File: src/rtl/current_trip_monitor_pkg.sv
// Shared types and constants for the current trip monitor: FSM states,
// monitor_status bit positions and default debounce/blanking settings.
package current_mon_pkg;

  typedef enum logic [2:0] {
    ST_IDLE,
    ST_BLANK,
    ST_ARMED,
    ST_PENDING,
    ST_TRIPPED
  } state_e;

  localparam int MS_TRIP        = 0;
  localparam int MS_WARN_STICKY = 1;
  localparam int MS_WARN_LIVE   = 2;
  localparam int MS_OVER_HARD   = 3;
  localparam int MS_ARMED       = 4;
  localparam int MS_BLANKING    = 5;
  localparam int MS_TRIP_MODE   = 6;

  localparam int DEF_TRIP_COUNT   = 4;
  localparam int DEF_WARN_COUNT   = 2;
  localparam int DEF_BLANK_CYCLES = 1000;

endpackage

File: src/rtl/current_trip_monitor_if.sv
// Sample/limit/control inputs and status outputs between the register
// block (master) and the current trip monitor (slave).
interface current_trip_monitor_if;
  logic [15:0] adc_current_data;
  logic        adc_vld;
  logic        mode_cw;
  logic        enable;
  logic        clear;
  logic [15:0] dds_current_limit;
  logic [15:0] cw_current_limit;
  logic [15:0] dds_mon_current_limit;
  logic [15:0] cw_mon_current_limit;
  logic        drive_en;
  logic        trip;
  logic [7:0]  monitor_status;
  logic [15:0] peak_current;

  modport master (
    output adc_current_data, adc_vld, mode_cw, enable, clear,
           dds_current_limit, cw_current_limit,
           dds_mon_current_limit, cw_mon_current_limit,
    input  drive_en, trip, monitor_status, peak_current
  );

  modport slave (
    input  adc_current_data, adc_vld, mode_cw, enable, clear,
           dds_current_limit, cw_current_limit,
           dds_mon_current_limit, cw_mon_current_limit,
    output drive_en, trip, monitor_status, peak_current
  );
endinterface

File: src/rtl/current_trip_monitor_over_limit_qualifier.sv
// Strictly-greater limit compare with a saturating run counter of
// consecutive over-limit samples.
module over_limit_qualifier (
  input  logic        clk,
  input  logic        rstn,
  input  logic [15:0] sample,
  input  logic        vld,
  input  logic [15:0] limit,
  input  logic [7:0]  threshold,
  input  logic        flush,
  output logic        over,
  output logic        at_thresh_next
);

  logic [7:0] count_q, count_d;

  assign over = (sample > limit);

  always_comb begin
    count_d = count_q;
    if (flush) begin
      count_d = '0;
    end else if (vld) begin
      if (!over)                       count_d = '0;
      else if (count_q != threshold)   count_d = count_q + 8'd1;
    end
  end

  // Look-ahead flag lets the FSM trip on the edge that consumes the sample.
  assign at_thresh_next = (count_d == threshold);

  always_ff @(posedge clk or negedge rstn) begin
    if (!rstn) count_q <= '0;
    else       count_q <= count_d;
  end

endmodule

File: src/rtl/current_trip_monitor.sv
// Current trip monitor: blanking after arming, debounced hard-limit trip,
// debounced warning, peak tracking and a registered status word.
module current_trip_monitor
  import current_mon_pkg::*;
#(
  parameter int TRIP_COUNT   = DEF_TRIP_COUNT,
  parameter int WARN_COUNT   = DEF_WARN_COUNT,
  parameter int BLANK_CYCLES = DEF_BLANK_CYCLES,
  parameter int BLANK_W      = 16
) (
  input logic                   clk,
  input logic                   rstn,
  current_trip_monitor_if.slave mon
);

  localparam logic [BLANK_W-1:0] BLANK_LAST =
    BLANK_W'((BLANK_CYCLES > 0) ? BLANK_CYCLES - 1 : 0);

  state_e              state_q, state_d;
  logic [BLANK_W-1:0]  blank_cnt_q, blank_cnt_d;
  logic                en_prev_q, trip_mode_q, trip_mode_d;
  logic                last_over_q, last_over_d, sticky_q, sticky_d;
  logic                drive_en_q, drive_en_d, trip_q, trip_d;
  logic [15:0]         peak_q, peak_d;
  logic [7:0]          status_q, status_d;
  logic [15:0]         hard_limit, mon_limit;
  logic                flush, hard_over, hard_at, warn_over, warn_at;
  logic                hard_reach, armed_d, warn_live_d;

  assign hard_limit = mon.mode_cw ? mon.cw_current_limit     : mon.dds_current_limit;
  assign mon_limit  = mon.mode_cw ? mon.cw_mon_current_limit : mon.dds_mon_current_limit;
  assign flush      = (state_q == ST_IDLE) || (state_q == ST_BLANK) || (state_q == ST_TRIPPED);

  over_limit_qualifier u_hard (
    .clk(clk), .rstn(rstn), .sample(mon.adc_current_data), .vld(mon.adc_vld),
    .limit(hard_limit), .threshold(8'(TRIP_COUNT)), .flush(flush),
    .over(hard_over), .at_thresh_next(hard_at)
  );

  over_limit_qualifier u_warn (
    .clk(clk), .rstn(rstn), .sample(mon.adc_current_data), .vld(mon.adc_vld),
    .limit(mon_limit), .threshold(8'(WARN_COUNT)), .flush(flush),
    .over(warn_over), .at_thresh_next(warn_at)
  );

  assign hard_reach = mon.adc_vld && hard_over && hard_at;

  always_comb begin
    state_d     = state_q;
    blank_cnt_d = '0;
    case (state_q)
      ST_IDLE:
        if (mon.enable && !en_prev_q)
          state_d = (BLANK_CYCLES == 0) ? ST_ARMED : ST_BLANK;
      ST_BLANK:
        if (!mon.enable)                 state_d = ST_IDLE;
        else if (blank_cnt_q == BLANK_LAST) state_d = ST_ARMED;
        else                             blank_cnt_d = blank_cnt_q + 1'b1;
      ST_ARMED:
        if (!mon.enable)                 state_d = ST_IDLE;
        else if (mon.adc_vld && hard_over)
          state_d = hard_reach ? ST_TRIPPED : ST_PENDING;
      ST_PENDING:
        if (!mon.enable)                 state_d = ST_IDLE;
        else if (mon.adc_vld) begin
          if (!hard_over)                state_d = ST_ARMED;
          else if (hard_reach)           state_d = ST_TRIPPED;
        end
      ST_TRIPPED:
        if (mon.clear)                   state_d = ST_IDLE;
      default:                           state_d = ST_IDLE;
    endcase
  end

  // Outputs are derived from the next state so they register in step with it.
  always_comb begin
    trip_mode_d = trip_mode_q;
    if ((state_d == ST_TRIPPED) && (state_q != ST_TRIPPED))
      trip_mode_d = mon.mode_cw;
    last_over_d = mon.adc_vld ? hard_over : last_over_q;
    armed_d     = (state_d == ST_ARMED) || (state_d == ST_PENDING);
    warn_live_d = armed_d && warn_at;
    sticky_d    = (sticky_q && !mon.clear) || warn_live_d;
    if (mon.adc_vld)
      peak_d = (mon.clear || (mon.adc_current_data > peak_q)) ? mon.adc_current_data : peak_q;
    else
      peak_d = mon.clear ? 16'h0000 : peak_q;
    trip_d     = (state_d == ST_TRIPPED);
    drive_en_d = (state_d == ST_BLANK) || armed_d;
    status_d                 = '0;
    status_d[MS_TRIP]        = trip_d;
    status_d[MS_WARN_STICKY] = sticky_d;
    status_d[MS_WARN_LIVE]   = warn_live_d;
    status_d[MS_OVER_HARD]   = last_over_d;
    status_d[MS_ARMED]       = armed_d;
    status_d[MS_BLANKING]    = (state_d == ST_BLANK);
    status_d[MS_TRIP_MODE]   = trip_d && trip_mode_d;
  end

  always_ff @(posedge clk or negedge rstn) begin
    if (!rstn) begin
      state_q     <= ST_IDLE;
      blank_cnt_q <= '0;
      en_prev_q   <= 1'b0;
      trip_mode_q <= 1'b0;
      last_over_q <= 1'b0;
      sticky_q    <= 1'b0;
      peak_q      <= '0;
      status_q    <= '0;
      drive_en_q  <= 1'b0;
      trip_q      <= 1'b0;
    end else begin
      state_q     <= state_d;
      blank_cnt_q <= blank_cnt_d;
      en_prev_q   <= mon.enable;
      trip_mode_q <= trip_mode_d;
      last_over_q <= last_over_d;
      sticky_q    <= sticky_d;
      peak_q      <= peak_d;
      status_q    <= status_d;
      drive_en_q  <= drive_en_d;
      trip_q      <= trip_d;
    end
  end

  assign mon.drive_en       = drive_en_q;
  assign mon.trip           = trip_q;
  assign mon.monitor_status = status_q;
  assign mon.peak_current   = peak_q;

endmodule

File: src/flat_wrapper.sv
// flat-port wrapper written by rule: the top's interface ports become plain ports
module current_trip_monitor_flat import current_mon_pkg::*;
#(
  parameter int TRIP_COUNT   = DEF_TRIP_COUNT,
  parameter int WARN_COUNT   = DEF_WARN_COUNT,
  parameter int BLANK_CYCLES = DEF_BLANK_CYCLES,
  parameter int BLANK_W      = 16
)
  (clk, rstn, mon_adc_current_data, mon_adc_vld, mon_mode_cw, mon_enable, mon_clear, mon_dds_current_limit, mon_cw_current_limit, mon_dds_mon_current_limit, mon_cw_mon_current_limit, mon_drive_en, mon_trip, mon_monitor_status, mon_peak_current);
  current_trip_monitor_if mon_i ();
  input logic clk;
  input logic rstn;
  input wire logic [$bits(mon_i.adc_current_data)-1:0] mon_adc_current_data;
  input wire logic [$bits(mon_i.adc_vld)-1:0] mon_adc_vld;
  input wire logic [$bits(mon_i.mode_cw)-1:0] mon_mode_cw;
  input wire logic [$bits(mon_i.enable)-1:0] mon_enable;
  input wire logic [$bits(mon_i.clear)-1:0] mon_clear;
  input wire logic [$bits(mon_i.dds_current_limit)-1:0] mon_dds_current_limit;
  input wire logic [$bits(mon_i.cw_current_limit)-1:0] mon_cw_current_limit;
  input wire logic [$bits(mon_i.dds_mon_current_limit)-1:0] mon_dds_mon_current_limit;
  input wire logic [$bits(mon_i.cw_mon_current_limit)-1:0] mon_cw_mon_current_limit;
  output wire logic [$bits(mon_i.drive_en)-1:0] mon_drive_en;
  output wire logic [$bits(mon_i.trip)-1:0] mon_trip;
  output wire logic [$bits(mon_i.monitor_status)-1:0] mon_monitor_status;
  output wire logic [$bits(mon_i.peak_current)-1:0] mon_peak_current;
  assign mon_i.adc_current_data = mon_adc_current_data;
  assign mon_i.adc_vld = mon_adc_vld;
  assign mon_i.mode_cw = mon_mode_cw;
  assign mon_i.enable = mon_enable;
  assign mon_i.clear = mon_clear;
  assign mon_i.dds_current_limit = mon_dds_current_limit;
  assign mon_i.cw_current_limit = mon_cw_current_limit;
  assign mon_i.dds_mon_current_limit = mon_dds_mon_current_limit;
  assign mon_i.cw_mon_current_limit = mon_cw_mon_current_limit;
  assign mon_drive_en = mon_i.drive_en;
  assign mon_trip = mon_i.trip;
  assign mon_monitor_status = mon_i.monitor_status;
  assign mon_peak_current = mon_i.peak_current;
  current_trip_monitor #(.TRIP_COUNT(TRIP_COUNT), .WARN_COUNT(WARN_COUNT), .BLANK_CYCLES(BLANK_CYCLES), .BLANK_W(BLANK_W)) u_core (.clk(clk), .rstn(rstn), .mon(mon_i));
endmodule
File: config.mk
export PLATFORM = sky130hd
export DESIGN_NAME = current_trip_monitor_flat
export DESIGN_NICKNAME = d
export VERILOG_FILES = /design/src/rtl/current_trip_monitor_pkg.sv /design/src/rtl/current_trip_monitor_if.sv /design/src/rtl/current_trip_monitor_over_limit_qualifier.sv /design/src/rtl/current_trip_monitor.sv /design/src/flat_wrapper.sv
export SDC_FILE = /design/constraint.sdc
export NUM_CORES = 1
export LEC_CHECK = 0
export BUFFER_PORTS_ARGS = -buffer_cell sky130_fd_sc_hd__buf_4
export CORE_UTILIZATION = 51
export CTS_BUF_LIST = sky130_fd_sc_hd__clkbuf_16
export DETAILED_ROUTE_END_ITERATION = 16
export PLACE_DENSITY = 0.77
export SYNTH_ARGS = -nofsm -noshare
export SYNTH_HDL_FRONTEND = slang
export SYNTH_SLANG_ARGS = --single-unit
export TNS_END_PERCENT = 30
File: constraint.sdc
create_clock -name clk -period 3.85 [get_ports clk]
set_input_delay 0.5775 -clock clk [delete_from_list [all_inputs] [get_ports clk]]
set_output_delay 0.5775 -clock clk [all_outputs]
set_load 0.02 [all_outputs]
# Yosys cells after proc, flatten, opt, wreduce, memory -nomap -nowiden
# Index checks and enable logic that the tools add are counted.
[word_totals]
inputBits = 86
register_bits = 64
[classes]
reduce_logical = 18
mux = 30
n_eq_ne = 15
addsub = 3
n_lt_le_gt_ge = 3
[op_table]
columns = ["operator", "n"]
rows = [
  ["$mux 16", 8],
  ["$mux 8", 8],
  ["$gt 16x16->1", 3],
  ["$mux 3", 11],
  ["$add 16x1->16 const B", 1],
  ["$add 8x1->8 const B", 2],
  ["$eq 16x10->1 const B", 1],
  ["$pmux 3 s5", 1],
  ["$eq 3x2->1 const B", 4],
  ["$eq 8x2->1 const B", 1],
  ["$eq 8x3->1 const B", 1],
  ["$ne 8x2->1 const B", 1],
  ["$ne 8x3->1 const B", 1],
  ["$logic_and 1x1->1", 7],
  ["$eq 3x1->1 const B", 2],
  ["$eq 3x3->1 const B", 2],
  ["$logic_or 1x1->1", 6],
  ["$logic_not 3->1", 1],
  ["$ne 3x3->1 const B", 1],
  ["$logic_not 1->1", 2],
  ["$mux 1", 2],
  ["$ne 2x1->1 const B", 1],
  ["$reduce_and 2->1", 1],
  ["$reduce_bool 2->1", 1],
]

# Depth between registers and ports, before layout
# Gate-level depths: netlist of run 1.
[depth]
word_depth = 16
depth_mapped = 12

# By module
# Synthesis of run 1 repeated with hierarchy kept, for this count alone.
[hier_totals]
cells_unflattened = 555
hier_area_um2 = 5043.6
[by_module_without_submodules]
columns = ["module", "cells_per_inst", "instances", "seq_area_each_um2", "area_each_um2"]
rows = [
  ["current_trip_monitor", 274, 1, 1126.1, 2756.4],
  ["over_limit_qualifier (u_core.u_warn)", 148, 1, 200.2, 1199.9],
  ["over_limit_qualifier (u_core.u_hard)", 133, 1, 200.2, 1087.3],
]

# Worst setup path before layout of run 1
# No wires, ideal clock.
[synth_timing]
kind = "input to register"
from = "input port mon_mode_cw"
to = "register u_core.trip_mode_q"
n_path_buf = 3
arrival_ns = 3.468
stages = 12
setup_ns = 0.128
setup_slack_ns = 0.255
cell_sequence = "clkbuf_1 -> buf_1 -> mux2i_1 -> ha_1 -> nand4_1 -> or2_1 -> a211oi_1 -> nor3_1 -> or2_1 -> clkbuf_1 -> o2111a_2 -> mux2_1"
[synth_between]
elab_chain_cells = 15
word_cells_on_any_way = 19
[synth_rtl]
columns = ["item", "line_no", "source"]
rows = [
  ["start, declared", "flat_wrapper.sv:15", "input wire logic [$bits(mon_i.mode_cw)-1:0] mon_mode_cw;"],
  ["$mux 16", "current_trip_monitor.sv:30", "assign hard_limit = mon.mode_cw ? mon.cw_current_limit : mon.dds_current_limit;"],
  ["$gt 16x16->1", "current_trip_monitor_over_limit_qualifier.sv:17", "assign over = (sample > limit);"],
  ["$mux 8", "current_trip_monitor_over_limit_qualifier.sv:24", "if (!over) count_d = '0;"],
  ["$mux 8", "current_trip_monitor_over_limit_qualifier.sv:23", "end else if (vld) begin"],
  ["$mux 8", "current_trip_monitor_over_limit_qualifier.sv:21", "if (flush) begin"],
  ["$eq 8x3->1", "current_trip_monitor_over_limit_qualifier.sv:30", "assign at_thresh_next = (count_d == threshold);"],
  ["$logic_and 1x1->1", "current_trip_monitor.sv:46", "assign hard_reach = mon.adc_vld && hard_over && hard_at;"],
  ["$mux 3", "current_trip_monitor.sv:67", "else if (hard_reach) state_d = ST_TRIPPED;"],
  ["$mux 3", "current_trip_monitor.sv:66", "if (!hard_over) state_d = ST_ARMED;"],
  ["$mux 3", "current_trip_monitor.sv:65", "else if (mon.adc_vld) begin"],
  ["$mux 3", "current_trip_monitor.sv:64", "if (!mon.enable) state_d = ST_IDLE;"],
  ["$pmux 3 s5", "current_trip_monitor.sv:51", "case (state_q)"],
  ["$eq 3x3->1", "current_trip_monitor.sv:78", "if ((state_d == ST_TRIPPED) && (state_q != ST_TRIPPED))"],
  ["$logic_and 1x1->1", "current_trip_monitor.sv:78", ""],
  ["$mux 1 *", "current_trip_monitor.sv:78", ""],
  ["named net u_core.trip_mode_d", "current_trip_monitor.sv:21", "logic en_prev_q, trip_mode_q, trip_mode_d;"],
  ["end signal, assigned", "current_trip_monitor.sv:116", "trip_mode_q <= trip_mode_d;"],
  ["end, declared", "current_trip_monitor.sv:21", ""],
]
# Mark *: on every way through the listed nets, which the timed path passes. The rest lies on a longest branch.
# A chain may end at the register's enable or synchronous reset.

# Final worst setup path of run 1
# Same ends and word-level chain as after synthesis.

==> results of run 1 <==
-- where the power goes --
part           total (mW)  internal (mW)  switching, mW
registers           0.694          0.672         0.0219
logic               0.467          0.219          0.249
clock network       0.798          0.497          0.301
-- through the flow --
stage	instance area [um2]	power, mW	std cells
3_5_place_dp	5420	1.17	694
5_1_grt	5710	2.04	710
2_1_floorplan	4530	0.966	494
3_3_place_gp	5420	1.15	694
4_1_cts	5710	1.97	710
6_report	5710	1.96	710
-- layer usage --
metal | part of all wire | global-route usage | routed length [um]
met5 | 0 | 0 | 0
met4 | 0.024 | 0.110 | 285
met3 | 0.066 | 0.0671 | 784
met2 | 0.48 | 0.459 | 5620
met1 | 0.43 | 0.326 | 5110
-- state kept, by name, summed over array words and instances, names as in the netlist --
signal and flops:
u_core.trip_mode_q 1, u_core.state_q 3, u_core.en_prev_q 1, u_core.mon.peak_current 16, u_core.mon.monitor_status 7, u_core.u_hard.count_q 8
u_core.mon.drive_en 1, u_core.u_warn.count_q 8, u_core.blank_cnt_q 16
-- area by class of cell --
class,count,share of cell area
flip-flops and latches,61,0.267
well taps,108,0.0237
clock buffers,9,0.0394
clock inverters,7,0.0116
repair buffers,115,0.151
multi-input cells,384,0.490
inverters,26,0.0171
-- worst max path at each step --
stage                start            endpoint  slack, ns  depth (start not counted)
2_1_floorplan  mon_mode_cw  u_core.trip_mode_q       0.25                         12
3_3_place_gp   mon_mode_cw  u_core.trip_mode_q       0.45                         10
3_5_place_dp   mon_mode_cw  u_core.trip_mode_q       0.35                         10
4_1_cts        mon_mode_cw  u_core.trip_mode_q       0.65                         10
5_1_grt        mon_mode_cw  u_core.trip_mode_q       0.50                         10
6_report       mon_mode_cw  u_core.trip_mode_q       0.64                         10
-- cell usage in the layout (no fill, tap or decap), types with 3 or more instances in the layout --
cell and n:
nand4_1 18, o31ai_1 4, nand3_1 13, a21oi_1 21, a21o_1 4, clkinv_2 4, nor2b_1 7, mux2i_1 47
nor2_1 52, xnor2_1 14, dfrtp_1 61, buf_4 115, xor2_1 11, o21ai_0 10, o21ai_1 5, a211oi_1 7
o211ai_1 3, ha_1 53, nand2_1 41, nor4_1 6, inv_1 25, o21a_1 4, clkbuf_16 9, nand2b_1 3
nor3_1 8, mux2_2 3, and3_1 8, or2_1 5
-- kinds of logic after synthesis --
logic type,count (synthesis),share of synthesized area
AOI/OAI and AO/OA,78,0.116
xor gates and xnor gates,25,0.0483
adders and majority gates,53,0.146
buffers and inverters,49,0.0461
DFF,61,0.337
muxes,51,0.114
other,1,0.000827
and+or+nand+nor,176,0.192
-- critical path: stages --
cell and delay [ns]:
buf_4 0.46, mux2i_1 0.20, ha_1 0.34, nand4_1 0.16, or2_1 0.27, a211oi_1 0.28, nor3_1 0.11, or2_1 0.32
o2111a_2 0.33, mux2_1 0.33
==> impl_results.md, run 1 <==
* Status: complete, no violations
* Syn avg cell area at 9.18 um2
* Vias in the first global route at roughly 4100
* Clock buffer depth at 2
* Reg2reg path depth at 8
* Post-CTS Hold Buffers at 0
* Worst hold slack at between 0.3 and 0.4 ns
* Largest net degree at the start of global routing at 62
* Drt drc at 0
* Async SR Flop Fraction at 1.00
* Sequential area share after synthesis at 0.337
* Count leader, synth: dfrtp_1
* CTS Buf Count at 9
* Initial detailed-routing violation count at just under 200
* Die area at 9270 um2
* H-tree Lvls at 3
* Path type of the worst setup path: in -> reg
* Area of the multi-input gates at roughly 2800 um2
* Post-Syn Nets at approximately 630
* Avg Vias per Cell at roughly 5.7
* Drt total wl at between 10 and 15 mm
* EDFF count, synth at 0
* Post-synth top cells: 61 x dfrtp_1, 53 x ha_1, 52 x nor2_1
* Skew-Pair Late Insertion Delay at 0.33 ns
* Slew Viols, Final at 0
* Flop and latch count out of synthesis at 61
* Tmin final at 3.21 ns
* Flop2flop setup slack at between 0.9 and 1 ns
* Routed WL per cell at roughly 17 um
* PD cells at 343 nW/um2
* Initial core utilization at 0.522
* Cts repair resizes at 0
* Die H at ~96 um
* Crit Reg-Reg Startpoint: u_core.u_hard.count_q[0]
* Unique masters post-synth at approximately 60
* Final Util at 0.658
* Filler cells at 680
* Max Clock Freq at a little over 300 MHz
* Final setup violation count at 0
* Max Cap Viol at 0
* HP Class: in -> async
* Worst slew pin tran at 0.761 ns
* CTS clk-pin slew, worst paths at approximately 0.050 ns
* Yosys warnings at 0
* CP max FO at 34
* Core area at roughly 8700 um2
* CTS sink count at between 60 and 70
* Remaining global-route overflow at 0
* Ports at approximately 110
* Worst flop-to-flop path endpoint: u_core.trip_mode_q
* Final hold vios at 0
* Top_reg_cell synth: dfrtp_1
* Synth top area share at 0.337
* Area grow syn2layout at 26.0%
* Post-place setup slack at about 0.35 ns
* Final ANT Viol Nets at 0
* Required @ worst endpoint at slightly above 4 ns
* Storage cell area at 1530 um2
* Post-Synthesis Cells at 494
* Initial antenna violation count at 0
* Total Nets Final at ~740
* Root buffer cell: clkbuf_16
* RSZ-0062 raised after global routing: no
* Fin worst setup slack at about 0.64 ns
* 1st-pass router iterations at 5
* Worst setup SP type: primary input
* Hpwl dp at between 9 and 10 mm
* Worst slew margin at 0.493
* CP Capture Type: flip-flop
* FP Rows at 34
* Die Width at 96.3 um
* Buffers on Ports at 110
* Setup bufs post-CTS at 0
* Setup TNS at 0 ns
* DR vias at around 4100
* Clock Skew at approximately 0.0077 ns
* Post-Syn Area at between 4000 and 5000 um2
* Fraction of layout cells with a size suffix above 1 at 0.238
* Leading area contributor after synthesis: dfrtp_1
* Routability Congestion at between 0.9 and 1
* Maximum VDD drop at between 0.15 and 0.2 mV
* Final period util at 0.833
* Crit path DAT at 3.41 ns
* Synth top area cells: dfrtp_1 34%, ha_1 15%, mux2i_1 10%, nor2_1 4.3%, nand2_1 3.4%
* Tot GR Track Use at 0.270
* First-pass GRT wire length at 18.9 mm
* Static Leakage at approximately 2.8 nW
* Diode count at 0
* CTS tree: done
No activity file was read; power rests on OpenSTA's default activity.
==> inputs of run 2 (changes only) <==
--- a/config.mk
+++ b/config.mk
@@ -6,7 +6,7 @@
 export NUM_CORES = 1
 export LEC_CHECK = 0
 export BUFFER_PORTS_ARGS = -buffer_cell sky130_fd_sc_hd__buf_4
-export CORE_UTILIZATION = 51
+export CORE_UTILIZATION = 49
 export CTS_BUF_LIST = sky130_fd_sc_hd__clkbuf_16
 export DETAILED_ROUTE_END_ITERATION = 16
 export PLACE_DENSITY = 0.77
==> constraint.sdc (replaced) <==
create_clock -name clk -period 2.6 [get_ports clk]
set_input_delay 0.39 -clock clk [delete_from_list [all_inputs] [get_ports clk]]
set_output_delay 0.39 -clock clk [all_outputs]
set_load 0.02 [all_outputs]
==> run 2 against run 1 <==
Sequential share of layout area down 1.2 points. Cell count grew 3.7%. Clock power grew 50%. Utilization grew 1.8 points. Via count is 2.9% higher. Combinational power is 54% higher. Critical path type is now reg -> reg.
==> impl_results.md, run 2 (synthesis results as in run 1) <==
* First-pass GRT wire length at 19.7 mm
* Vias in the first global route at approximately 4200
* Post-CTS Hold Buffers at 0
* Setup TNS at 0 ns
* Skew-Pair Late Insertion Delay at roughly 0.33 ns
* DR vias at 4198
* Path type of the worst setup path: reg -> reg
* 1st-pass router iterations at 7
* Tmin final at 2.55 ns
* Fraction of layout cells with a size suffix above 1 at 0.280
* Core area at 8850 um2
* Drt drc at 0
* Cells along the critical path: inv_1, ha_1, or3b_4, or2_4, a21oi_2, a32oi_2, a2111oi_4, o2111a_2, mux2_1
* Slowest stage cell, crit path: or3b_4
* Reg2reg path depth at 9
* Total Nets Final at 762
* Most common cell after layout, fill and taps aside: buf_4
* Diode count at 0
* Worst flop-to-flop path endpoint: u_core.trip_mode_q
* Drt total wl at 12.1 mm
* Final Util at 0.676
* Slew Viols, Final at 0
* HP Class: in -> async
* Worst setup SP type: flip-flop
* Buffers on Ports at 110
* Worst slew margin at 0.473
* Area grow syn2layout at 32.0%
* Avg Vias per Cell at approximately 5.7
* Die H at roughly 100 um
* CTS tree: done
* Die Width at between 90 and 100 um
* Status: complete, no violations
* CTS clk-pin slew, worst paths at approximately 0.06 ns
* Routed WL per cell at ~16 um
* Routability Congestion at ~0.90
* FP Rows at 34
* Initial core utilization at 0.512
* PD cells at approximately 490 nW/um2
* CP Capture Type: flip-flop
* Largest net degree at the start of global routing at 62
* Initial antenna violation count at 0
* CP max FO at 3
* Ports at around 110
* Maximum VDD drop at approximately 0.3 mV
* Most frequent cells in the layout: 140 x buf_4, 61 x dfrtp_1, 53 x ha_1
* CTS sink count at 61
* Worst setup path endpoint: u_core.trip_mode_q
* Flop2flop setup slack at 0.05 ns
* Final ANT Viol Nets at 0
* Static Leakage at 2.92 nW
* Final setup violation count at 0
* Clock Skew at between 0.005 and 0.006 ns
* Max Clock Freq at around 390 MHz
* Max stage delay on crit path at around 0.41 ns
* RSZ-0062 raised after global routing: yes
* Clock buffer depth at 2
* Root buffer cell: clkbuf_16
* Worst setup path start: u_core.u_hard.count_q[0]
* Max Cap Viol at 0
* Tot GR Track Use at 0.261
* CTS Buf Count at 9
* Final hold vios at 0
* Total power at ~2.9 mW
* Remaining global-route overflow at 0
* Initial detailed-routing violation count at ~220
* Hpwl dp at 9.27 mm
* Crit path DAT at 2.76 ns
* Final period util at 0.981
* H-tree Lvls at 3
* Worst slew pin tran at 0.790 ns
* Crit Reg-Reg Startpoint: u_core.u_hard.count_q[0]
* Die area at between 9000 and 10000 um2
* Required @ worst endpoint at 2.81 ns
[run 2: changes by cell type in the layout (fill, tap and decap cells not counted), moves of 2 or more]
cell and change:
buf_4 +25, nor4_1 -2, nor4_2 +2, clkinv_2 -2
[run 2: worst min-delay path by stage]
stage	from	end	slack, ns	depth (start not counted)
finish	rstn	u_core.mon.peak_current[2]	0.14	1
global route	mon_enable	u_core.en_prev_q	0.19	1
CTS	rstn	u_core.mon.peak_current[7]	0.18	1
detailed placement	u_core.trip_mode_q	u_core.trip_mode_q	0.48	1
global placement	u_core.trip_mode_q	u_core.trip_mode_q	0.47	1
floorplan	rstn	u_core.blank_cnt_q[0]	0.09	0
[run 2: where the power goes]
group	internal [mW]	switching (mW)	total, mW
registers	0.995	0.0303	1.03
clock network	0.744	0.457	1.20
logic	0.339	0.379	0.718
[run 2: metal layers]
| metal | part of all wire | up-vias | GRT usage |
|---|---|---|---|
| li1 | - | 2026 | - |
| met1 | 0.45 | 2029 | 0.337 |
| met2 | 0.49 | 133 | 0.440 |
| met3 | 0.051 | 10 | 0.0494 |
| met4 | 0.012 | 0 | 0.0838 |
| met5 | 0 | - | 0 |
[run 2: layout make-up]
cell class	instances	area, um2
inverter	26	97.6
clock inverter	7	73.8
multi-input combinational	384	2860
fill	654	2860
tap	108	135
timing repair buffer	141	1060
clock buffer	9	225
sequential	61	1530
[run 2: critical path, delay by kind of cell (launching register included)]
family          cells  cell delay [ns]
simple gates        2             0.68
buf+inv             1             0.08
fa+ha+maj           1             0.15
mux                 1             0.32
compound gates      4             0.83
flops               1             0.38
[run 2: through the flow]
step	hold WS, ns	setup slack (ns)	area, um2	instances
floorplan	0.0944	-0.174	4600	494
global placement	0.469	-0.166	5630	719
detailed placement	0.479	-0.278	5630	719
CTS	0.179	0.0160	5950	736
global route	0.191	-0.0328	5980	736
finish	0.145	0.0504	5980	736
[run 2: repair_timing]
item,4_1_cts,5_1_grt
pin swaps,2,2
setup buffers,1,0
resized for setup,3,7
endpoints found under the hold margin,0,0
setup endpoints to repair,1,14
